[src/rtl/mem_wb_stage_pkg.sv]
`default_nettype none
// ============================================================================
// Module   : mem_wb_stage_pkg
// Purpose  : Shared pipeline definitions for the MEM/WB stage: access FSM
//            state encoding and the default memory-access timeout.
// Revision : 1.0 - initial release
// ============================================================================
package mem_wb_stage_pkg;

  // Access FSM state encoding (explicit 2-bit width)
  typedef enum logic [1:0] {
    ST_IDLE   = 2'd0,
    ST_BUSY   = 2'd1,
    ST_HALTED = 2'd2
  } mem_state_t;

  // Default bound on how many cycles one data-memory access may be outstanding
  localparam int c_mem_timeout_default = 16;

endpackage : mem_wb_stage_pkg
`default_nettype wire

[src/rtl/mem_wb_stage_memwb_reg.sv]
`default_nettype none
// ============================================================================
// Module   : memwb_reg
// Purpose  : MEM/WB pipeline register bank. Loads when enabled; a bubble
//            clears the control bits while data and destination hold.
// Revision : 1.0 - initial release
// ============================================================================
module memwb_reg (
  input  logic        clk,
  input  logic        rst,         // asynchronous, active-low
  input  logic        load_en,
  input  logic        bubble,
  input  logic [15:0] d_data,
  input  logic [2:0]  d_rd,
  input  logic        d_regwrite,
  input  logic        d_halt,
  input  logic        d_err,
  output logic [15:0] q_data,
  output logic [2:0]  q_rd,
  output logic        q_regwrite,
  output logic        q_halt,
  output logic        q_err
);

  logic [15:0] r_data;
  logic [2:0]  r_rd;
  logic        r_regwrite;
  logic        r_halt;
  logic        r_err;

  // Pipeline register: clear on reset, bubble or full load when enabled, else hold
  always_ff @(posedge clk or negedge rst) begin
    if (!rst) begin
      r_data     <= 16'h0000;
      r_rd       <= 3'd0;
      r_regwrite <= 1'b0;
      r_halt     <= 1'b0;
      r_err      <= 1'b0;
    end else if (load_en) begin
      if (bubble) begin
        r_regwrite <= 1'b0;
        r_halt     <= 1'b0;
        r_err      <= 1'b0;
      end else begin
        r_data     <= d_data;
        r_rd       <= d_rd;
        r_regwrite <= d_regwrite;
        r_halt     <= d_halt;
        r_err      <= d_err;
      end
    end
  end

  assign q_data     = r_data;
  assign q_rd       = r_rd;
  assign q_regwrite = r_regwrite;
  assign q_halt     = r_halt;
  assign q_err      = r_err;

endmodule : memwb_reg
`default_nettype wire

[src/rtl/mem_wb_stage.sv]
`default_nettype none
// ============================================================================
// Module   : mem_wb_stage
// Purpose  : Memory stage with a variable-latency data-memory handshake,
//            stall generation, access timeout and the MEM/WB write-back mux.
// Revision : 1.0 - initial release
// ============================================================================
module mem_wb_stage
  import mem_wb_stage_pkg::*;
#(
  parameter int MEM_TIMEOUT = c_mem_timeout_default
) (
  input  logic        clk,
  input  logic        rst,              // asynchronous, active-low
  // EX/MEM side
  input  logic [15:0] ALU_Out_EXMEM,
  input  logic [15:0] pcAdd2_EXMEM,
  input  logic [15:0] read2Data_EXMEM,
  input  logic [2:0]  RegisterRd_EXMEM,
  input  logic        MemtoReg_EXMEM,
  input  logic        MemRead_EXMEM,
  input  logic        MemWrite_EXMEM,
  input  logic        RegWrite_EXMEM,
  input  logic        pc_to_reg_EXMEM,
  input  logic        Halt_EXMEM,
  input  logic        err_EXMEM,
  // Data memory
  output logic [15:0] dmem_addr,
  output logic [15:0] dmem_wdata,
  output logic        dmem_rd,
  output logic        dmem_wr,
  input  logic [15:0] dmem_rdata,
  input  logic        dmem_done,
  input  logic        dmem_err,
  // Pipeline outputs
  output logic        stall_mem,
  output logic [15:0] wb_data_MEMWB,
  output logic [2:0]  RegisterRd_MEMWB,
  output logic        RegWrite_MEMWB,
  output logic        Halt_MEMWB,
  output logic        err_MEMWB
);

  localparam int c_cnt_w = $clog2(MEM_TIMEOUT) + 1;
  // Timeout fires in the cycle whose increment would bring the counter to
  // MEM_TIMEOUT-1, so an access is outstanding at most MEM_TIMEOUT cycles.
  localparam logic [c_cnt_w-1:0] c_cnt_last = c_cnt_w'(MEM_TIMEOUT - 2);
  localparam logic [c_cnt_w-1:0] c_cnt_max  = '1;

  mem_state_t         r_state;
  mem_state_t         w_state_nxt;
  logic [c_cnt_w-1:0] r_cnt;

  logic        w_active;
  logic        w_access;
  logic        w_timeout;
  logic        w_req;
  logic        w_retire;
  logic [15:0] w_wb_data;
  logic        w_err_nxt;
  logic        w_halt_nxt;
  logic        w_regwrite_nxt;

  // Qualifiers: a halted or in-reset stage never requests memory or stalls
  assign w_active  = rst & (r_state != ST_HALTED);
  assign w_access  = (MemRead_EXMEM | MemWrite_EXMEM) & ~Halt_EXMEM & ~err_EXMEM;
  assign w_timeout = w_active & (r_state == ST_BUSY) & w_access & ~dmem_done &
                     (r_cnt >= c_cnt_last);
  assign w_req     = w_active & w_access & ~w_timeout;

  // State register
  always_ff @(posedge clk or negedge rst) begin
    if (!rst) r_state <= ST_IDLE;
    else      r_state <= w_state_nxt;
  end

  // Wait counter: cleared while idle, saturating count while busy
  always_ff @(posedge clk or negedge rst) begin
    if (!rst)                                        r_cnt <= '0;
    else if (r_state == ST_IDLE)                     r_cnt <= '0;
    else if (r_state == ST_BUSY && r_cnt != c_cnt_max) r_cnt <= r_cnt + 1'b1;
  end

  // Next-state logic; a retiring halt or error (including timeout) is terminal
  always_comb begin
    w_state_nxt = r_state;
    case (r_state)
      ST_IDLE: begin
        if (w_retire)                    w_state_nxt = ST_HALTED;
        else if (w_access && !dmem_done) w_state_nxt = ST_BUSY;
      end
      ST_BUSY: begin
        if (w_retire)                    w_state_nxt = ST_HALTED;
        else if (!w_access || dmem_done) w_state_nxt = ST_IDLE;
      end
      ST_HALTED: w_state_nxt = ST_HALTED;
      default:   w_state_nxt = ST_IDLE;
    endcase
  end

  // Outputs: memory request levels and stall while an access is pending
  always_comb begin
    dmem_rd    = w_req & MemRead_EXMEM;
    dmem_wr    = w_req & MemWrite_EXMEM;
    dmem_addr  = w_req ? ALU_Out_EXMEM   : 16'h0000;
    dmem_wdata = w_req ? read2Data_EXMEM : 16'h0000;
    stall_mem  = w_req & ~dmem_done;
  end

  // Write-back mux and MEM/WB control values; timeout overrides with an error
  always_comb begin
    if (pc_to_reg_EXMEM)     w_wb_data = pcAdd2_EXMEM;
    else if (MemtoReg_EXMEM) w_wb_data = dmem_rdata;
    else                     w_wb_data = ALU_Out_EXMEM;
    w_err_nxt      = w_timeout | err_EXMEM | (w_access & dmem_err);
    w_halt_nxt     = ~w_timeout & Halt_EXMEM;
    w_regwrite_nxt = RegWrite_EXMEM & ~w_err_nxt;
    w_retire       = w_active & ~stall_mem & (w_halt_nxt | w_err_nxt);
  end

  memwb_reg u_memwb_reg (
    .clk        (clk),
    .rst        (rst),
    .load_en    (w_active),
    .bubble     (stall_mem),
    .d_data     (w_wb_data),
    .d_rd       (RegisterRd_EXMEM),
    .d_regwrite (w_regwrite_nxt),
    .d_halt     (w_halt_nxt),
    .d_err      (w_err_nxt),
    .q_data     (wb_data_MEMWB),
    .q_rd       (RegisterRd_MEMWB),
    .q_regwrite (RegWrite_MEMWB),
    .q_halt     (Halt_MEMWB),
    .q_err      (err_MEMWB)
  );

endmodule : mem_wb_stage
`default_nettype wire

[config.mk]
export PLATFORM = sky130hd
export DESIGN_NAME = mem_wb_stage
export DESIGN_NICKNAME = d
export VERILOG_FILES = /design/src/rtl/mem_wb_stage_pkg.sv /design/src/rtl/mem_wb_stage_memwb_reg.sv /design/src/rtl/mem_wb_stage.sv
export SDC_FILE = /design/constraint.sdc
export NUM_CORES = 1
export LEC_CHECK = 0
export ABC_CLOCK_PERIOD_IN_PS = 4700
export BUFFER_PORTS_ARGS = -buffer_cell sky130_fd_sc_hd__buf_2
export CAP_MARGIN = 20
export CORE_MARGIN = 2
export CORE_UTILIZATION = 45
export CTS_BUF_LIST = sky130_fd_sc_hd__clkbuf_16
export CTS_CLUSTER_DIAMETER = 100
export CTS_CLUSTER_SIZE = 28
export DETAILED_ROUTE_END_ITERATION = 16
export GPL_TIMING_DRIVEN = 0
export PLACE_DENSITY = 0.87
export SLEW_MARGIN = 0
export SYNTH_ARGS = -nofsm -noshare
export SYNTH_HDL_FRONTEND = slang
export SYNTH_SLANG_ARGS = --single-unit
export TNS_END_PERCENT = 30
[constraint.sdc]
create_clock -name clk -period 4.7 [get_ports clk]
set_clock_uncertainty 0.05 [all_clocks]
set_input_delay 0.47 -clock clk [delete_from_list [all_inputs] [get_ports clk]]
set_output_delay 0.47 -clock clk [all_outputs]
set_load 0.02 [all_outputs]
==> results.yml, run 1 <==
run_status:
  status: "finished, final reports clean"
layout:
  seqCellArea_um2: 726
  nNetsFinal: 411
  multi_input_area_um2: 1120
  syn_to_final_growth_pct: 45.2
  insertedDiodeCount: 0
  design_area_um2: 2780
  final_util_pct: 68.6
  drive_above_1_share_pct: 51.1
  nFillCells: 330
timing:
  worstMarginPinSlew_ns: 0.725
  rsz0062_at_grt: "no"
  layout_worst_path_cycle_share_pct: 67.0
  relSlewSlack_pct: 51.7
  fmax_mhz: 317
  slew_viol_final: 0
  hold_viol_final: 0
  period_needed_ns: 3.15
  setup_tns_ns: 0
  setup_viol: 0
worst_setup_path:
  critPathKind: "flop to output port"
  crit_path_max_incr_delay_ns: 0.47
  cp.required_ns: 4.18
  cp_max_fo: 10
  crit_path_end_kind: "output port"
  crit_chain: "inv_1, ha_1, o211a_1, or2_1, a21oi_1, clkbuf_1, and2_1, buf_2"
  cpMaxStageDelayCell: "a21oi_1"
  startpoint_type: "flop"
  arrival_ns: 2.63
placed_design:
  place_area_um2: 2650
  io_buffers: 133
  hpwl_mm: 4.22
  gp_congestion: 0.806
power_and_ir_drop:
  leakagePower_nw: 1.61
  irDropWorstVdd_uv: 286
  power_w: 0.00127
  power_density_nw_per_um2: 457
clocking:
  clk_latency_ns: 0.27
  cts_tree: "yes"
  cts-root-buf: "clkbuf_16"
  htree_levels: 2
  cts_made_buffers: 5
  cts_buffer_depth: 2
  postCtsSetupBuffers: 0
  cts_hold_buf: 0
  cts.sinks: 29
  ctsResizeCount: 0
  clkTransAtPathRegs_ns: 0.05
routing:
  routed_wl_mm: 5.39
  dr.pass1.iters: 4
  viasPerCell: 4.97
  ant_nets: 0
  drt_iter0_drc: 77
  via_count: 1894
  route.detailed.drc: 0
  routedWlPerCell_um: 14.1
synthesis:
  syn_avg_cell_area_um2: 10.1
  synth_warnings: 0
  ys.flop_type: "dfrtp_1"
  synth_cell_type_count: 34
  syn-cell-area_um2: 1920
  ys_ff_latch: 29
  seq_area_frac_synth_pct: 37.9
  synth_nets: 271
  synth_edf_count: 0
  synthCells: 190
  synth-async-reset-ratio_pct: 100
floorplan:
  die_w_um: 69.3
  die_area_um2: 4800
  std_cell_rows: 23
  initial_utilization_pct: 47.2
  io_pins: 135
  core_um2: 4060
  dieHeight_um: 69.3
global_route:
  grt_overflow: 0
  antenna_found_initial: 0
  grt_max_degree: 35
  track_usage_pct: 23.2
  grt_pass1_vias: 1959
  grt_pass1_wl_mm: 8.91
worst_hold_path:
  holdCritPathClass: "input port to async pin"
flow_run:
  drv_cap: 0
==> metal layers <==
metal | vias up | GRT usage [%] | part of all wire, % | wire (µm)
li1 | 946 | - | - | -
met1 | 849 | 25.9 | 39 | 2100
met2 | 84 | 40.6 | 52 | 2790
met3 | 15 | 5.67 | 6.5 | 349
met4 | 0 | 12.2 | 2.8 | 153
met5 | - | 0 | 0 | 0
==> power breakdown <==
part	leakage, nW	internal (W)	switching, W
registers	0.359	0.000352	0.0000567
clock network	0.0748	0.000191	0.000107
logic	1.17	0.000265	0.000300
total	1.61	0.000808	0.000464
==> layout make-up <==
type	instances	share of cell area, %
multi-input combinational	146	40.1
sequential	29	26.1
timing repair buffer	133	23.9
clock buffer	5	4.49
buffer	12	2.29
tap	50	2.25
clock inverter	3	0.494
inverter	3	0.404
==> cell usage after synthesis, types with 2 or more instances <==
master,number,area [µm²]
and3_1,2,12.5
a31o_2,2,17.5
mux2_2,4,45.0
clkbuf_1,7,26.3
ha_1,3,37.5
mux2_4,16,240
nand2_1,20,75.1
dfrtp_1,29,726
mux2i_1,16,160
buf_6,2,22.5
o21ai_0,17,85.1
a22o_1,6,52.6
buf_2,3,15.0
and2_1,35,219
a21oi_1,2,10.0
inv_1,3,11.3
nor2_1,4,15.0
nand3b_1,3,22.5
==> metrics by stage <==
step                      cells  setup WS, ns  hold slack, ns
after floorplan             190          2.40           0.124
after global placement      373          1.67           0.429
after detailed placement    373          1.65           0.437
after CTS                   381          1.52           0.216
after global routing        381          1.33           0.261
final                       381          1.55           0.205
==> sequential cells by signal (all words and copies together) (netlist names) <==
register,flops
r_cnt,5
r_state,2
u_memwb_reg.q_data,16
u_memwb_reg.q_err,1
u_memwb_reg.q_halt,1
u_memwb_reg.q_rd,3
u_memwb_reg.q_regwrite,1
==> worst paths after layout <==
check	start	end	slack, ns	depth (start not counted)
setup / recovery	r_cnt[0]	dmem_addr[1]	1.55	8
setup reg to reg	r_cnt[0]	u_memwb_reg.q_data[3]	2.66	7
hold reg to reg	u_memwb_reg.q_data[4]	u_memwb_reg.q_data[4]	0.45	1
min in group clk	RegisterRd_EXMEM[1]	u_memwb_reg.q_rd[1]	0.39	2
hold / removal	rst	u_memwb_reg.q_data[3]	0.21	1
max in group asynchronous	rst	u_memwb_reg.q_rd[0]	3.93	1
==> logic make-up after synthesis <==
logic type / count (synthesis) / share of synthesized area, %
adders and majority gates: 3 / 1.96
buffers and inverters: 15 / 3.92
AOI/OAI and AO/OA: 35 / 12.2
DFF: 29 / 37.9
and+or+nand+nor: 72 / 20.8
muxes: 36 / 23.2
==> placed cells by master (no fill, tap or decap), drive strengths merged <==
cell,synthesis,final
nand4,1,1
o211a,1,1
o21ai,17,17
inv,3,4
a31oi,1,1
nand3b,3,3
clkinv,0,2
mux2i,16,16
a21oi,2,2
nor4bb,1,1
dfrtp,29,29
a31o,2,2
a32o,2,2
and3,2,2
o2111ai,1,1
nor3,1,1
clkbuf,7,12
ha,3,3
and2,35,35
nand2b,1,1
mux2,20,20
a211oi,1,1
buf,5,138
o31ai,1,1
nor2b,1,1
nor2,4,4
or2,2,2
a22o,6,6
nand4b,1,1
a21o,1,1
nand2,20,20
==> worst max-delay path: cells and delay by family, from the launching register on <==
kind	cells	cell delay [ns]
buf+inv	3	0.68
compound gates	2	0.68
simple gates	2	0.43
flops	1	0.37
fa+ha+maj	1	0.19
No activity file was read; power rests on OpenSTA's default activity.
==> run 2: changes to the inputs <==
--- a/config.mk
+++ b/config.mk
@@ -5,17 +5,18 @@
 export SDC_FILE = /design/constraint.sdc
 export NUM_CORES = 1
 export LEC_CHECK = 0
-export ABC_CLOCK_PERIOD_IN_PS = 4700
+export ABC_AREA = 1
+export ABC_CLOCK_PERIOD_IN_PS = 2600
 export BUFFER_PORTS_ARGS = -buffer_cell sky130_fd_sc_hd__buf_2
 export CAP_MARGIN = 20
 export CORE_MARGIN = 2
-export CORE_UTILIZATION = 45
+export CORE_UTILIZATION = 38
 export CTS_BUF_LIST = sky130_fd_sc_hd__clkbuf_16
 export CTS_CLUSTER_DIAMETER = 100
 export CTS_CLUSTER_SIZE = 28
 export DETAILED_ROUTE_END_ITERATION = 16
 export GPL_TIMING_DRIVEN = 0
-export PLACE_DENSITY = 0.87
+export PLACE_DENSITY = 0.78
 export SLEW_MARGIN = 0
 export SYNTH_ARGS = -nofsm -noshare
 export SYNTH_HDL_FRONTEND = slang
==> constraint.sdc (replaced) <==
create_clock -name clk -period 2.6 [get_ports clk]
set_clock_uncertainty 0.05 [all_clocks]
set_input_delay 0.26 -clock clk [delete_from_list [all_inputs] [get_ports clk]]
set_output_delay 0.26 -clock clk [all_outputs]
set_load 0.02 [all_outputs]
==> run 2 against run 1 <==
  * The flow now finishes with violations (hold timing)
  * Routed wire length shrank 3.2%
  * Sequential cell count unchanged
  * Sequential power is 11% higher
  * Via count up 10%
  * Total power down 13%
  * Synthesized area grew 2.2%
  * First-iteration DRC count fell by 32%
  * Die area is 20% higher
  * Non-clock buffer count unchanged
  * Setup slack got worse by 1.3 ns
  * Critical path type unchanged
==> results.yml, run 2 <==
run_status:
  status: "finished with violations"
  failed_checks: "hold timing"
clocking:
  cts_made_buffers: 5
  cts-root-buf: "clkbuf_16"
  postCtsSetupBuffers: 0
  clk_latency_ns: 0.27
  ctsResizeCount: 0
  htree_levels: 2
  clkTransAtPathRegs_ns: 0.04
  cts_tree: "yes"
  cts_hold_buf: 0
  cts.sinks: 29
  cts_buffer_depth: 2
synthesis:
  synth_nets: 346
  synth-async-reset-ratio_pct: 100
  synth_edf_count: 0
  syn_avg_cell_area_um2: 7.39
  ys_ff_latch: 29
  syn-cell-area_um2: 1960
  synth_warnings: 0
  yosys.area.top_type: "dfrtp_1"
  synth_top_area_share_pct: 37.0
  synth.area.top_cells: "dfrtp_1 37%, inv_1 9.8%, nand2_1 9.0%"
  seq_area_frac_synth_pct: 37.0
  synthTopCellsByCount: "51 x inv_1, 47 x nand2_1, 39 x nor2_1"
  yosysMostFrequentCell: "inv_1"
  synthCells: 265
  ys.flop_type: "dfrtp_1"
  synth_cell_type_count: 23
global_route:
  grt_use_met3_pct: 3.44
  grt_overflow: 0
  grt_most_used_layer: "met2"
  grt.met2_usage_pct: 31.6
  use_met1_pct: 21.6
  grt_max_degree: 32
  grt_pass1_wl_mm: 7.89
  track_usage_pct: 18.3
  antenna_found_initial: 0
  grt_pass1_vias: 1845
worst_setup_path:
  r2r-end: "u_memwb_reg.q_data[5]"
  crit_path_end_kind: "output port"
  crit_path_max_incr_delay_ns: 0.37
  cpMaxStageDelayCell: "dfrtp_1"
  cp_max_fo: 10
  arrival_ns: 2.04
  r2r_cells: 11
  cp.required_ns: 2.29
  reg2reg_slack_ns: 0.88
  critPathBufInv: 3
  critPathKind: "flop to output port"
  reg2reg_from: "r_cnt[0]"
  startpoint_type: "flop"
  path_delay_family: "buffers and inverters"
  crit_chain: "inv_1, ha_1, nor2_1, o21ai_1, nand2_2, nand2_1, buf_2, nor2_1, buf_2"
timing:
  setup_ws_ns: 0.246
  rsz0062_at_grt: "no"
  fmax_mhz: 425
  period_needed_ns: 2.35
  setup_tns_ns: 0
  setup_viol: 0
  hold_viol_final: 23
  layout_worst_path_cycle_share_pct: 90.5
  worstMarginPinSlew_ns: 0.696
  slew_viol_final: 0
  relSlewSlack_pct: 53.6
  holdWs_ns: -0.00540
power_and_ir_drop:
  irDropWorstVdd_uv: 310
  leakagePower_nw: 1.80
  power_density_nw_per_um2: 389
routing:
  routed_wl_mm: 5.22
  viasPerCell: 4.41
  drt_iter0_drc: 52
  dr.pass1.iters: 5
  ant_nets: 0
  via_count: 2088
  routedWlPerCell_um: 11.0
  route.detailed.drc: 0
layout:
  nFillCells: 465
  drive_above_1_share_pct: 45.0
  final_util_pct: 56.4
  syn_to_final_growth_pct: 45.1
  mostFrequentLayoutCell: "buf_2"
  largest_register_ffs: 16
  nNetsFinal: 486
  insertedDiodeCount: 0
  final_cell_mix: "139 x buf_2, 51 x inv_1, 47 x nand2_1"
floorplan:
  die_area_um2: 5750
  core_um2: 5040
  initial_utilization_pct: 38.9
  std_cell_rows: 26
  die_w_um: 75.8
  io_pins: 135
  dieHeight_um: 75.8
placed_design:
  hpwl_mm: 4.38
  dp_worst_setup_slack_ns: 0.230
  io_buffers: 133
  gp_congestion: 0.777
flow_run:
  drv_cap: 0
worst_hold_path:
  holdCritPathClass: "input port to async pin"
## run 2: changes by cell type after synthesis, moves of 6 or more
cell     delta
a22o_1      -6
o21ai_2    +16
mux2_4     -16
nand2_1    +27
nor2_1     +35
inv_1      +48
nand2_2    +12
and2_1     -35
## run 2: how the worst max path moves through the flow
| stage | startpoint | endpoint | slack (ns) | cells past startpoint |
|---|---|---|---|---|
| 6_report | r_cnt[0] | dmem_rd | 0.25 | 9 |
| 5_1_grt | rst | dmem_addr[1] | 0.02 | 8 |
| 4_1_cts | r_cnt[0] | dmem_rd | 0.21 | 9 |
| 3_5_place_dp | rst | dmem_rd | 0.23 | 8 |
| 2_1_floorplan | r_cnt[0] | dmem_addr[0] | 0.88 | 8 |
| 3_3_place_gp | rst | dmem_rd | 0.24 | 8 |
## run 2: final cells by class
type / instances / area, µm² / share of cell area (%)
tap: 70 / 87.6 / 3.08
sequential: 29 / 726 / 25.5
timing repair buffer: 133 / 666 / 23.4
clock inverter: 1 / 5.00 / 0.176
buffer: 12 / 75.1 / 2.64
multi-input combinational: 173 / 967 / 34.0
clock buffer: 5 / 125 / 4.40
inverter: 51 / 191 / 6.73
## run 2: logic make-up (layout without fill, tap and decap cells)
logic type	Yosys count	in the layout	share of synthesized area, %
multiplexers	16	16	8.17
XOR/XNOR	1	1	0.447
flip-flops	29	29	37.0
adder cells (fa/ha/maj)	3	3	1.92
AND/OR/NAND/NOR	109	109	24.2
AO/OA/AOI/OAI	44	44	14.6
buffers and inverters	63	202	13.6
## run 2: through the flow
step	hold slack [ns]	power, W	std cells	area [µm²]
2_1_floorplan	-0.0856	0.000523	265	1960
3_3_place_gp	0.291	0.000598	468	2710
3_5_place_dp	0.300	0.000602	468	2710
4_1_cts	0.0158	0.00112	474	2840
5_1_grt	0.0617	0.00115	474	2840
6_report	-0.00540	0.00111	474	2840
## run 2: report_power, final
group	switching, W	total (W)	internal (W)
clock	0.000173	0.000512	0.000339
combinational	0.0000732	0.000140	0.0000673
sequential	0	0.000453	0.000453
## run 2: layer usage
layer  share of wire, %  wire length, µm
met1                 42             2210
met3                5.8              303
met4                2.2              117
met5                  0                0
met2                 50             2580
